### src/rtl/fft_sram_arbiter_pkg.sv
// Shared constants and phase encoding for the FFT SRAM arbiter.
package fft_arb_pkg;

    localparam int DEF_ADDR_W = 9;
    localparam int DEF_DATA_W = 16;
    localparam int DEF_NREQ   = 3;

    localparam int REQ_HOST = 0;
    localparam int REQ_FFT  = 1;
    localparam int REQ_WB   = 2;

    typedef enum logic [1:0] {
        HOST  = 2'd0,
        DRAIN = 2'd1,
        FFT   = 2'd2
    } phase_e;

endpackage

### src/rtl/fft_sram_arbiter_if.sv
// Requester bus, phase control and SRAM port bundle for fft_sram_arbiter.
// The lock signal exists only when FFT_ARB_LOCK_EN is defined.
interface fft_sram_arbiter_if #(
    parameter int ADDR_W = fft_arb_pkg::DEF_ADDR_W,
    parameter int DATA_W = fft_arb_pkg::DEF_DATA_W,
    parameter int NREQ   = fft_arb_pkg::DEF_NREQ
);
    logic                     start;
    logic                     fft_done;
    logic                     busy;
`ifdef FFT_ARB_LOCK_EN
    logic                     lock;
`endif
    logic [NREQ-1:0]          req;
    logic [NREQ-1:0]          we;
    logic [NREQ*ADDR_W-1:0]   addr;
    logic [NREQ*DATA_W-1:0]   wdata;
    logic [NREQ-1:0]          gnt;
    logic [NREQ-1:0]          rvalid;
    logic [DATA_W-1:0]        rdata;
    logic                     f_wren;
    logic                     f_rden;
    logic [ADDR_W-1:0]        f_address;
    logic [DATA_W-1:0]        f_data;
    logic [DATA_W-1:0]        f_q;

    modport master (
`ifdef FFT_ARB_LOCK_EN
        output lock,
`endif
        output start, fft_done, req, we, addr, wdata, f_q,
        input  busy, gnt, rvalid, rdata, f_wren, f_rden, f_address, f_data
    );

    modport slave (
`ifdef FFT_ARB_LOCK_EN
        input  lock,
`endif
        input  start, fft_done, req, we, addr, wdata, f_q,
        output busy, gnt, rvalid, rdata, f_wren, f_rden, f_address, f_data
    );

endinterface

### src/rtl/fft_sram_arbiter_rr_picker.sv
// Two-way round-robin pick: on contention the side not served last wins.
module fft_rr_picker (
    input  logic [1:0] req_i,
    input  logic       lastHi_i,
    output logic [1:0] gnt_o
);

    always_comb begin
        gnt_o = req_i;
        if (req_i == 2'b11) begin
            gnt_o = lastHi_i ? 2'b01 : 2'b10;
        end
    end

endmodule

### src/rtl/fft_sram_arbiter.sv
// Phase-based SRAM arbiter: host owns the SRAM in HOST, FFT engine and writeback
// share it round-robin in FFT. Optional owner lock under FFT_ARB_LOCK_EN.
module fft_sram_arbiter
    import fft_arb_pkg::*;
#(
    parameter int ADDR_W = DEF_ADDR_W,
    parameter int DATA_W = DEF_DATA_W,
    parameter int NREQ   = DEF_NREQ
) (
    input  logic               clk,
    input  logic               rst,
    fft_sram_arbiter_if.slave  bus
);

    phase_e            state_q;
    logic              busy_q;
    logic              lastWb_q;
    logic [NREQ-1:0]   rvalid_q;
`ifdef FFT_ARB_LOCK_EN
    logic [NREQ-1:0]   ownerMask_q;
`endif

    logic [NREQ-1:0]   eligible;
    logic [NREQ-1:0]   reqElig;
    logic [1:0]        pickGnt;
    logic [NREQ-1:0]   gnt;
    logic [ADDR_W-1:0] muxAddr;
    logic [DATA_W-1:0] muxData;
    logic              muxWe;
    logic              muxRe;

    always_comb begin
        eligible = '0;
        case (state_q)
            HOST: eligible[REQ_HOST] = 1'b1;
            FFT: begin
                eligible[REQ_FFT] = 1'b1;
                eligible[REQ_WB]  = 1'b1;
            end
            default: eligible = '0;
        endcase
`ifdef FFT_ARB_LOCK_EN
        if (|ownerMask_q) begin
            eligible = eligible & ownerMask_q;
        end
`endif
    end

    assign reqElig = bus.req & eligible;

    fft_rr_picker u_picker (
        .req_i    (reqElig[REQ_WB:REQ_FFT]),
        .lastHi_i (lastWb_q),
        .gnt_o    (pickGnt)
    );

    // Only one phase makes any requester eligible, so the concatenation stays one-hot.
    assign gnt = rst ? '0 : {pickGnt, reqElig[REQ_HOST]};

    always_comb begin
        muxAddr = '0;
        muxData = '0;
        muxWe   = 1'b0;
        muxRe   = 1'b0;
        for (int i = 0; i < NREQ; i++) begin
            if (gnt[i]) begin
                muxAddr = muxAddr | bus.addr[i*ADDR_W +: ADDR_W];
                muxData = muxData | bus.wdata[i*DATA_W +: DATA_W];
                muxWe   = muxWe | bus.we[i];
                muxRe   = muxRe | ~bus.we[i];
            end
        end
    end

    always_ff @(posedge clk or posedge rst) begin
        if (rst) begin
            state_q     <= HOST;
            busy_q      <= 1'b0;
            lastWb_q    <= 1'b1;
            rvalid_q    <= '0;
`ifdef FFT_ARB_LOCK_EN
            ownerMask_q <= '0;
`endif
        end else begin
            rvalid_q <= gnt & ~bus.we;
            if (gnt[REQ_FFT]) begin
                lastWb_q <= 1'b0;
            end else if (gnt[REQ_WB]) begin
                lastWb_q <= 1'b1;
            end
`ifdef FFT_ARB_LOCK_EN
            if (|gnt) begin
                ownerMask_q <= bus.lock ? gnt : '0;
            end
`endif
            // Any phase change drops ownership; it overrides the grant update above.
            case (state_q)
                HOST: begin
                    if (bus.start) begin
                        state_q <= DRAIN;
                        busy_q  <= 1'b1;
`ifdef FFT_ARB_LOCK_EN
                        ownerMask_q <= '0;
`endif
                    end
                end
                DRAIN: begin
                    state_q <= FFT;
                    busy_q  <= 1'b1;
`ifdef FFT_ARB_LOCK_EN
                    ownerMask_q <= '0;
`endif
                end
                FFT: begin
                    if (bus.fft_done) begin
                        state_q <= HOST;
                        busy_q  <= 1'b0;
`ifdef FFT_ARB_LOCK_EN
                        ownerMask_q <= '0;
`endif
                    end
                end
                default: begin
                    state_q <= HOST;
                    busy_q  <= 1'b0;
                end
            endcase
        end
    end

    assign bus.gnt       = gnt;
    assign bus.f_wren    = muxWe;
    assign bus.f_rden    = muxRe;
    assign bus.f_address = muxAddr;
    assign bus.f_data    = muxData;
    assign bus.busy      = busy_q;
    assign bus.rvalid    = rvalid_q;
    assign bus.rdata     = (|rvalid_q) ? bus.f_q : '0;

endmodule

### src/flat_wrapper.sv
// flat-port wrapper written by rule: the top's interface ports become plain ports
module fft_sram_arbiter_flat import fft_arb_pkg::*;
#(
    parameter int ADDR_W = DEF_ADDR_W,
    parameter int DATA_W = DEF_DATA_W,
    parameter int NREQ   = DEF_NREQ
)
  (clk, rst, bus_start, bus_fft_done, bus_req, bus_we, bus_addr, bus_wdata, bus_f_q, bus_busy, bus_gnt, bus_rvalid, bus_rdata, bus_f_wren, bus_f_rden, bus_f_address, bus_f_data);
  fft_sram_arbiter_if #(.ADDR_W(ADDR_W), .DATA_W(DATA_W), .NREQ(NREQ)) bus_i ();
  input  logic clk;
  input  logic rst;
  input wire logic [$bits(bus_i.start)-1:0] bus_start;
  input wire logic [$bits(bus_i.fft_done)-1:0] bus_fft_done;
  input wire logic [$bits(bus_i.req)-1:0] bus_req;
  input wire logic [$bits(bus_i.we)-1:0] bus_we;
  input wire logic [$bits(bus_i.addr)-1:0] bus_addr;
  input wire logic [$bits(bus_i.wdata)-1:0] bus_wdata;
  input wire logic [$bits(bus_i.f_q)-1:0] bus_f_q;
  output wire logic [$bits(bus_i.busy)-1:0] bus_busy;
  output wire logic [$bits(bus_i.gnt)-1:0] bus_gnt;
  output wire logic [$bits(bus_i.rvalid)-1:0] bus_rvalid;
  output wire logic [$bits(bus_i.rdata)-1:0] bus_rdata;
  output wire logic [$bits(bus_i.f_wren)-1:0] bus_f_wren;
  output wire logic [$bits(bus_i.f_rden)-1:0] bus_f_rden;
  output wire logic [$bits(bus_i.f_address)-1:0] bus_f_address;
  output wire logic [$bits(bus_i.f_data)-1:0] bus_f_data;
  assign bus_i.start = bus_start;
  assign bus_i.fft_done = bus_fft_done;
  assign bus_i.req = bus_req;
  assign bus_i.we = bus_we;
  assign bus_i.addr = bus_addr;
  assign bus_i.wdata = bus_wdata;
  assign bus_i.f_q = bus_f_q;
  assign bus_busy = bus_i.busy;
  assign bus_gnt = bus_i.gnt;
  assign bus_rvalid = bus_i.rvalid;
  assign bus_rdata = bus_i.rdata;
  assign bus_f_wren = bus_i.f_wren;
  assign bus_f_rden = bus_i.f_rden;
  assign bus_f_address = bus_i.f_address;
  assign bus_f_data = bus_i.f_data;
  fft_sram_arbiter #(.ADDR_W(ADDR_W), .DATA_W(DATA_W), .NREQ(NREQ)) u_core (.clk(clk), .rst(rst), .bus(bus_i));
endmodule
### config.mk
export PLATFORM = sky130hd
export DESIGN_NAME = fft_sram_arbiter_flat
export DESIGN_NICKNAME = d
export VERILOG_FILES = /design/src/rtl/fft_sram_arbiter_pkg.sv /design/src/rtl/fft_sram_arbiter_if.sv /design/src/rtl/fft_sram_arbiter_rr_picker.sv /design/src/rtl/fft_sram_arbiter.sv /design/src/flat_wrapper.sv
export SDC_FILE = /design/constraint.sdc
export NUM_CORES = 1
export LEC_CHECK = 0
export ABC_AREA = 1
export CORE_ASPECT_RATIO = 1.25
export CORE_MARGIN = 10
export CORE_UTILIZATION = 26
export CTS_CLUSTER_DIAMETER = 120
export DETAILED_ROUTE_END_ITERATION = 8
export GPL_ROUTABILITY_DRIVEN = 1
export PLACE_DENSITY = 0.87
export SLEW_MARGIN = 15
export SYNTH_ARGS = -nofsm -noshare
export SYNTH_HDL_FRONTEND = slang
export SYNTH_SLANG_ARGS = --single-unit
### constraint.sdc
create_clock -name clk -period 4.9 [get_ports clk]
set_clock_uncertainty 0.2 [all_clocks]
set_input_delay 1.47 -clock clk [delete_from_list [all_inputs] [get_ports clk]]
set_output_delay 1.47 -clock clk [all_outputs]
set_load 0.02 [all_outputs]
## Word-level counts from Yosys, hierarchy flattened

Index checks and enable logic that the tools add are counted.

| word-level totals | value |
|---|---|
| register bits after elaboration | 7 |
| latch bits | 0 |
| bits in writable memories | 0 |
| memory bits (read-only) | 0 |
| input port bits | 101 |
| output and inout bits | 50 |
| word-level logic and storage cells | 53 |
| memories | 0 |

| operators by class | value |
|---|---|
| $add $sub $neg | 0 |
| $mul | 0 |
| div/mod/pow operators | 0 |
| order comparisons | 0 |
| eq/ne operators | 5 |
| shift operators | 0 |
| mux-type cells | 26 |
| bitwise logic cells | 14 |
| reduce and logical (&&, ||, !) cells | 4 |

Operators by type and width:

| kind | number |
|---|---|
| 16-bit 2-to-1 mux | 4 |
| 16-bit bitwise OR | 2 |
| 9-bit 2-to-1 mux | 3 |
| 9-bit bitwise OR | 2 |
| 1-bit 2-to-1 mux | 11 |
| 2-bit 2-to-1 mux | 5 |
| 3-bit AND | 2 |
| 2-bit case mux with 3 select lines | 1 |
| 2-bit equality test (second input constant) | 2 |
| 2-bit inequality test (second input constant) | 2 |
| 1-bit bitwise OR | 4 |
| 3-bit 2-to-1 mux | 1 |
| 1-bit NOT | 3 |
| 3-bit NOT | 1 |
| 1-bit case mux with 3 select lines | 1 |
| 3-bit OR reduction | 1 |
| 2-bit by 1-bit equality test with 1-bit output (second input constant) | 1 |
| 2-bit logical NOT | 1 |
| 2-bit AND reduction | 1 |
| 2-bit nonzero test | 1 |

## Depth between registers and ports, before layout

Gate-level depths: netlist (run 1).

| logic depth | value |
|---|---|
| depth after elaboration | 11 |
| gate-level depth with buffers | 7 |

## Hierarchy

A second synthesis (run 1) with hierarchy kept.

| unflattened totals | value |
|---|---|
| cell total of the unflattened synthesis | 199 |
| area, all modules | 1052.3 um^2 |

Modules (own cells, without submodules):

| module | instances | cells an instance | area each (um^2) | sequential area each (um^2) |
|---|---|---|---|---|
| fft_sram_arbiter | 1 | 194 | 1031.0 | 176.4 |
| fft_rr_picker | 1 | 5 | 21.3 | 0.0 |

## Worst setup path after synthesis (run 1)

OpenSTA, ideal clock, no wires.

| timing path | value |
|---|---|
| path kind | input to output |
| start | in rst |
| end | out bus_f_address[4] |
| data arrival time | 2.388 ns |
| data required time | 3.230 ns |
| path slack | 0.842 ns |
| cell stages on the path | 7 |
| path through | inv_1 -> nand2_1 -> nor2_4 -> buf_6 -> buf_6 -> nand3_1 -> nand3_1 |

| on the way | value |
|---|---|
| longest elaborated chain between the ends | 6 |

Ends and longest elaborated chain:

| item | line | RTL |
|---|---|---|
| start, declared | flat_wrapper.sv:11 | `input logic rst;` |
| 3-bit 2-to-1 mux * | fft_sram_arbiter.sv:58 | `assign gnt = rst ? '0 : {pickGnt, reqElig[REQ_HOST]};` |
| 9-bit 2-to-1 mux | fft_sram_arbiter.sv:66 | `if (gnt[i]) begin` |
| 9-bit bitwise OR | fft_sram_arbiter.sv:67 | `muxAddr = muxAddr \| bus.addr[i*ADDR_W +: ADDR_W];` |
| 9-bit 2-to-1 mux | fft_sram_arbiter.sv:66 |  |
| 9-bit bitwise OR | fft_sram_arbiter.sv:67 |  |
| 9-bit 2-to-1 mux * | fft_sram_arbiter.sv:66 |  |
| end, declared | flat_wrapper.sv:25 | `output wire logic [$bits(bus_i.f_address)-1:0] bus_f_address;` |

Every way passes the cells marked *; elsewhere a longest branch is shown, timed or not.

## Worst setup path in the final report (run 1)

| timing path | value |
|---|---|
| start | in bus_req[0] |
| end | out bus_gnt[0] |

| on the way | value |
|---|---|
| longest elaborated chain between the ends | 2 |

Ends and longest elaborated chain:

| item | line | RTL |
|---|---|---|
| start, declared | flat_wrapper.sv:14 | `input wire logic [$bits(bus_i.req)-1:0] bus_req;` |
| 3-bit AND | fft_sram_arbiter.sv:49 | `assign reqElig = bus.req & eligible;` |
| 3-bit 2-to-1 mux | fft_sram_arbiter.sv:58 |  |
| end, declared | flat_wrapper.sv:20 | `output wire logic [$bits(bus_i.gnt)-1:0] bus_gnt;` |

Every way passes these cells.

==> metrics.md, run 1 <==
| Metric | Value |
|---|---|
| Initial DRC count | 94 |
| Number of synthesized flops with an enable pin | 0 |
| First-pass GRT wire length | between 9 and 10 mm |
| Hold Path End | u_core.bus.busy$_DFFE_PP0P_ |
| Port bufs | 150 |
| Worst Hold Launch | u_core.bus.busy$_DFFE_PP0P_ |
| Status | finished, final reports clean |
| Clk sinks | 7 |
| Cell taking the most area after synthesis | nand3_1 |
| Placed Instance Area | 2680 um^2 |
| RSZ-0062 raised after global routing | no |
| Drt drc | 0 |
| Syn-to-layout area delta | 163% |
| Die height | just over 90 um |
| Maximum number of pins on one net before global-route repair | 24 |
| Power Dens Cells | about 240 nW/um^2 |
| Die width | roughly 77 um |
| # nets final | about 450 |
| Post-DP HPWL | ~5.5 mm |
| Die area | roughly 7000 um^2 |
| Max Slew Vio Count | 0 |
| Wirelength per Cell | 16.1 um |
| Worst R2R End | u_core.lastWb_q$_DFFE_PP1P_ |
| Slowest Stage Delay on Critical Path | 0.62 ns |
| Clock-pin slew on the worst setup and hold paths | around 0.040 ns |
| Root Buffer | clkbuf_8 |
| Max-Cap Viols | 0 |
| Worst-Margin Slew | slightly below 0.9 ns |
| Io pins | 151 |
| GR Overflow Total | 0 |
| Fmax | between 200 and 250 MHz |
| Slew HR | 0.411 |
| VDD IR max | 0.000314 V |
| Worst r2r src | u_core.state_q[0]$_DFFE_PP0P_ |
| Row cnt | 25 |
| WP buf/inv | 5 |
| Starting Density | 0.275 |
| Synth top cells by count | nand3_1, nand2_1, inv_1, nor2_1, buf_2 |
| Initial antenna violation count | 0 |
| Post-layout min period | between 4 and 5 ns |
| TritonCTS clock tree | yes |
| Core area | a little under 4000 um^2 |
| Mapped Area | between 1000 and 1500 um^2 |
| RD Place Congestion | approximately 0.87 |
| Total CTS buffers | 3 |
| Avg Inst Size Synth | approximately 5.4 um^2 |
| Ant diodes | 0 |
| Final WL | 6.49 mm |
| Fillers | 340 |
| Worst r2r path cells | 7 |
| Final hold viol count | 0 |
| Crit path top cell by count | clkdlybuf4s50_1 |
| # H-tree levels | 1 |
| Final setup fails | 0 |
| Number of synthesized register bits | 7 |
| Vias post-DR | 1875 |
| Final setup TNS | 0 ns |
| Crit Path Category | in2out |
| Most frequent cell after synthesis | nand3_1 |
| Synthesized net count | between 200 and 300 |
| Fraction of layout cells with a size suffix above 1 | 0.0630 |
| Post-route antenna net violation count | 0 |
| Cell count after synthesis | 195 |
| Yosys cell types | 16 |
| Crit end category | output pin |
| YS warnings | 0 |
| Maximum fanout along the worst path | 18 |
| Via/cell ratio | ~4.7 |
| Final worst-path cycle share | 0.952 |
| Leak pwr | approximately 0.0017 uW |
| Fin area | about 2800 um^2 |
| Area contributors post-synth | nand3_1, dfrtp_1, nand2_1 |
| Vias in the first global route | around 1900 |
| Worst path slowest cell | clkdlybuf4s50_1 |
| GRT Overall Usage | 0.168 |
| Worst Hold Class | reg2reg |
| FF-to-FF setup slack | about 3.5 ns |
| Detailed Routing Iterations Pass 1 | 4 |
| Post-synthesis sequential area ratio | 0.167 |
| Top cell family by delay on the critical path | buffers and inverters |
| WP data required | around 3.2 ns |
| Post-synth ARST share | 1.00 |
| Startpoint Class | input port |
| Worst Path Arrival | between 2 and 3 ns |
| CP Cell Sequence | clkdlybuf4s50_1, inv_1, nor2_1, nand2_1, inv_2, buf_12, clkdlybuf4s50_1 |
| Hold_buf cts | 0 |
| Area share of the leading cell type in the synthesized netlist | 0.383 |
| Top_reg_cell synth | dfrtp_1 |
| Clock buffer depth | 2 |
| Worst hold stages | 2 |
| Clock insertion delay at the later pin of the skew report | around 0.23 ns |
## registers in the layout (all words and copies together), names as in the netlist
register	cells
u_core.lastWb_q	1
u_core.bus.rvalid	3
u_core.state_q	2
u_core.bus.busy	1
## cell families after synthesis
kind of cell | count (synthesis) | synth area share
AOI/OAI and AO/OA | 4 | 0.0213
buffers and inverters | 43 | 0.189
DFF | 7 | 0.167
and+or+nand+nor | 141 | 0.622
## what timing repair did
item,CTS,global route
endpoints found under the setup margin,4,25
resized for setup,4,25
endpoints found under the hold margin,0,0
setup buffers,0,0
## report_power, final
part	internal [uW]	total, uW	switching [uW]
logic	244	505	261
registers	79.1	93.8	14.7
clock network	56.2	80.2	24.0
total	379	679	300
## cells in the final DEF, fill, tap and decap left out
master	instances
dfstp_2	1
buf_12	4
dlymetal6s2s_1	25
dfrtp_1	6
clkbuf_8	3
dlygate4sd2_1	4
inv_1	29
nand2_1	36
nor2_1	19
nand3_1	81
o21bai_1	1
clkdlybuf4s50_1	121
nand3b_1	1
inv_2	2
o21ai_0	3
clkbuf_1	1
nor3_2	1
nor2_4	2
buf_4	8
nand2_2	1
## cell type report
type,instances,area (um^2),share of cell area
Timing Repair Buffer,162,1700,0.610
Multi-Input combinational cell,145,681,0.244
Sequential cell,7,176,0.0633
Inverter,31,116,0.0418
Tap cell,54,67.6,0.0243
Clock buffer,4,45.0,0.0162
## worst max-delay path by stage
stage                     startpoint                to  slack [ns]  cells past startpoint
after floorplan                  rst  bus_f_address[4]        0.84                      7
after global placement           rst     bus_f_data[9]        0.07                      8
after detailed placement         rst  bus_f_address[4]        0.01                      8
after CTS                        rst     bus_f_data[4]       0.003                      8
after global routing      bus_req[0]        bus_gnt[0]        0.07                      7
final                     bus_req[0]        bus_gnt[0]        0.24                      7
## worst min-delay path, stage by stage (launching register included)
cell	delay, ns
dfrtp_1	0.33
nand2_1	0.05
nand2_1	0.05
## routing by layer
layer / wire length (um) / GRT usage / part of all wire / vias to the layer above
met3: 539 / 0.0611 / 0.083 / 10
li1: - / - / - / 941
met4: 116 / 0.0457 / 0.018 / 0
met2: 3620 / 0.335 / 0.56 / 91
met5: 0 / 0 / 0 / -
met1: 2210 / 0.153 / 0.34 / 833
## through the flow
stage | std cells | hold slack, ns | util | setup WS, ns | total power [uW]
after floorplan | 195 | 0.303 | - | 0.842 | 336
after global placement | 399 | 0.255 | 0.697 | 0.0653 | 607
after detailed placement | 399 | 0.258 | 0.697 | 0.0110 | 615
after CTS | 403 | 0.267 | 0.708 | 0.00305 | 695
after global routing | 403 | 0.295 | 0.724 | 0.0745 | 728
final | 403 | 0.264 | 0.724 | 0.235 | 679
Power figures use the tool's default switching activity.
==> run 2: changes to the inputs <==
RECOVER_POWER = 25   (was unset)
SKIP_LAST_GASP = 1   (was unset)
==> run 2 against run 1 <==
  * Sequential share of layout area about the same
  * Worst setup slack got worse by 0.024 ns
  * Clock power hardly changed
  * Power decreased by 0.77%
  * Via count shrank 0.27%
==> metrics.md, run 2 (same netlist as run 1, synthesis figures left out) <==
| Metric | Value |
|---|---|
| Setup WS pre-CTS | 0.0110 ns (unchanged) |
| Hold_buf cts | 0 (unchanged) |
| Status | finished, final reports clean (unchanged) |
| First-pass GRT wire length | 9.76 mm (unchanged) |
| Placed Instance Area | 2680 um^2 (unchanged) |
| Syn-to-layout area delta | 162% (was 163%) |
| Leak pwr | 0.00166 uW (about the same) |
| RSZ-0062 raised after global routing | no (unchanged) |
| Row cnt | 25 (unchanged) |
| Slew HR | 0.416 (was 0.411) |
| Worst r2r path cells | 7 (unchanged) |
| Fmax | 213 MHz (was 214 MHz) |
| Comb pwr share | 0.742 (was 0.744) |
| Max FFs per register | 3 (unchanged) |
| # H-tree levels | 1 (unchanged) |
| Via/cell ratio | 4.64 (was 4.65) |
| Ant diodes | 0 (unchanged) |
| Tightest hold margin | 0.259 ns (was 0.264 ns) |
| Port bufs | 150 (unchanged) |
| Final setup TNS | 0 ns (unchanged) |
| Io pins | 151 (unchanged) |
| Top cell family by delay on the critical path | buffers and inverters (unchanged) |
| GRT Overall Usage | 0.168 (unchanged) |
| Final WL | 6.49 mm (unchanged) |
| Net Sw Frac | 0.442 (was 0.441) |
| Maximum fanout along the worst path | 5 (was 18) |
| Crit path top cell by count | nand3_1 (was clkdlybuf4s50_1) |
| Final hold viol count | 0 (unchanged) |
| Worst hold stages | 2 (unchanged) |
| Crit Path Category | in2out (unchanged) |
| Core area | 3850 um^2 (unchanged) |
| Commonest non-fill, non-tap cell in the layout | clkdlybuf4s50_1 (unchanged) |
| Crit. path cell count | 8 (was 7) |
| Slack of the critical path | 0.211 ns (was 0.235 ns) |
| Post-DP HPWL | 5.49 mm (unchanged) |
| Root Buffer | clkbuf_8 (unchanged) |
| Final setup fails | 0 (unchanged) |
| Commonest non-fill, non-tap cells in the layout | clkdlybuf4s50_1, nand3_1, nand2_1, inv_1, dlymetal6s2s_1 (unchanged) |
| Starting Density | 0.275 (unchanged) |
| Clk sinks | 7 (unchanged) |
| # nets final | 451 (unchanged) |
| Initial DRC count | 116 (was 94) |
| Total CTS buffers | 3 (unchanged) |
| Startpoint Class | input port (unchanged) |
| GR Overflow Total | 0 (unchanged) |
| WP data required | 3.23 ns (about the same) |
| Fillers | 344 (was 340) |
| RD Place Congestion | 0.869 (unchanged) |
| Max-Cap Viols | 0 (unchanged) |
| Max Slew Vio Count | 0 (unchanged) |
| Final worst-path cycle share | 0.957 (was 0.952) |
| Initial antenna violation count | 0 (unchanged) |
| Worst Hold Class | reg2reg (unchanged) |
| VDD IR max | 0.000314 V (about the same) |
| Detailed Routing Iterations Pass 1 | 4 (unchanged) |
| Clock-pin slew on the worst setup and hold paths | 0.04 ns (about the same) |
| Worst-Margin Slew | 0.872 ns (was 0.879 ns) |
| WP buf/inv | 4 (was 5) |
| Crit end category | output pin (unchanged) |
| Clock buffer depth | 2 (unchanged) |
| Worst path slowest cell | clkdlybuf4s50_1 (unchanged) |
| Wirelength per Cell | 16.1 um (unchanged) |
| Slowest Stage Delay on Critical Path | 0.44 ns (was 0.62 ns) |
| CP Cell Sequence | clkdlybuf4s50_1, inv_1, nand2_1, nor2_1, buf_4, nand3_1, nand3_1, dlygate4sd2_1 (was clkdlybuf4s50_1, inv_1, nor2_1, nand2_1, inv_2, buf_12, clkdlybuf4s50_1) |
| Drt drc | 0 (unchanged) |
| Fin area | 2770 um^2 (was 2790 um^2) |
| Reg area | 176 um^2 (unchanged) |
| Fraction of layout cells with a size suffix above 1 | 0.0573 (was 0.0630) |
| Vias in the first global route | 1915 (unchanged) |
| Internal power | 376 uW (was 379 uW) |
| Switching pwr | 298 uW (was 300 uW) |
| TritonCTS clock tree | yes (unchanged) |
| Die area | 7030 um^2 (unchanged) |
| Power Dens Cells | 243 nW/um^2 (was 244 nW/um^2) |
| Clock Power Share | 0.119 (was 0.118) |
| Sequential power share | 0.139 (was 0.138) |
| Maximum number of pins on one net before global-route repair | 24 (unchanged) |
| Post-route antenna net violation count | 0 (unchanged) |
| Worst Path Arrival | 3.02 ns (was 2.99 ns) |
| Die width | 77.0 um (unchanged) |
| Vias post-DR | 1870 (was 1875) |
| Clock insertion delay at the later pin of the skew report | 0.23 ns (about the same) |
| Post-layout min period | 4.69 ns (was 4.66 ns) |
| Die height | 91.3 um (unchanged) |
| Multi-input gate area | 673 um^2 (was 681 um^2) |
## run 2: changes by cell type in the layout (fill, tap and decap cells not counted), sizes merged
cell,delta
buf,-1
clkbuf,+1
clkdlybuf4s50,-3
dlygate4sd3,+3
## run 2: worst paths after layout
path | from | to | slack (ns)
worst max register to register | u_core.state_q[0]$_DFFE_PP0P_ | u_core.lastWb_q$_DFFE_PP1P_ | 3.40
worst min register to register | u_core.bus.busy$_DFFE_PP0P_ | u_core.bus.busy$_DFFE_PP0P_ | 0.26
worst max-delay path | rst | bus_f_rden | 0.21
max in group asynchronous | rst | u_core.lastWb_q$_DFFE_PP1P_ | 2.68
min in group asynchronous | rst | u_core.bus.rvalid[0]$_DFF_PP0_ | 1.51
worst min-delay path | u_core.bus.busy$_DFFE_PP0P_ | u_core.bus.busy$_DFFE_PP0P_ | 0.26
## run 2: per-stage QoR
step | utilization | power (uW) | std cells
6_report | 0.721 | 674 | 403
5_1_grt | 0.721 | 723 | 403
4_1_cts | 0.708 | 695 | 403
3_5_place_dp | 0.697 | 615 | 399
3_3_place_gp | 0.697 | 607 | 399
2_1_floorplan | - | 336 | 195
## run 2: worst min-delay path: stages, from the launching register on
cell,delay (ns)
dfrtp_1,0.33
nand2_1,0.05
nand2_1,0.05
## run 2: repair_timing
action / CTS / global route
resized for setup: 4 / 25
setup buffers: 0 / 0
pin swaps: 0 / 0
hold endpoints to repair: 0 / 0
endpoints found under the setup margin: 4 / 25
## run 2: cell type report
class / count / share of cell area
clock buffers: 4 / 0.0162
inverters: 31 / 0.0419
multi-input cells: 145 / 0.243
flip-flops and latches: 7 / 0.0636
well taps: 54 / 0.0244
repair buffers: 162 / 0.611
## run 2: per-layer routing
| metal | vias to the layer above | part of all wire | GRT usage | routed length [um] |
|---|---|---|---|---|
| met4 | 0 | 0.018 | 0.0457 | 117 |
| met2 | 87 | 0.56 | 0.335 | 3630 |
| met1 | 833 | 0.34 | 0.153 | 2190 |
| met3 | 10 | 0.085 | 0.0611 | 551 |
| li1 | 940 | - | - | - |
| met5 | - | 0 | 0 | 0 |
## run 2: power groups by stage
stage          Clock, uW  Sequential, uW  Combinational (uW)
6_report            80.3            93.6                 500
5_1_grt             86.5            97.1                 539
4_1_cts             83.3            93.6                 518
3_5_place_dp           0            94.2                 521
3_3_place_gp           0            93.7                 513
2_1_floorplan          0            98.9                 237
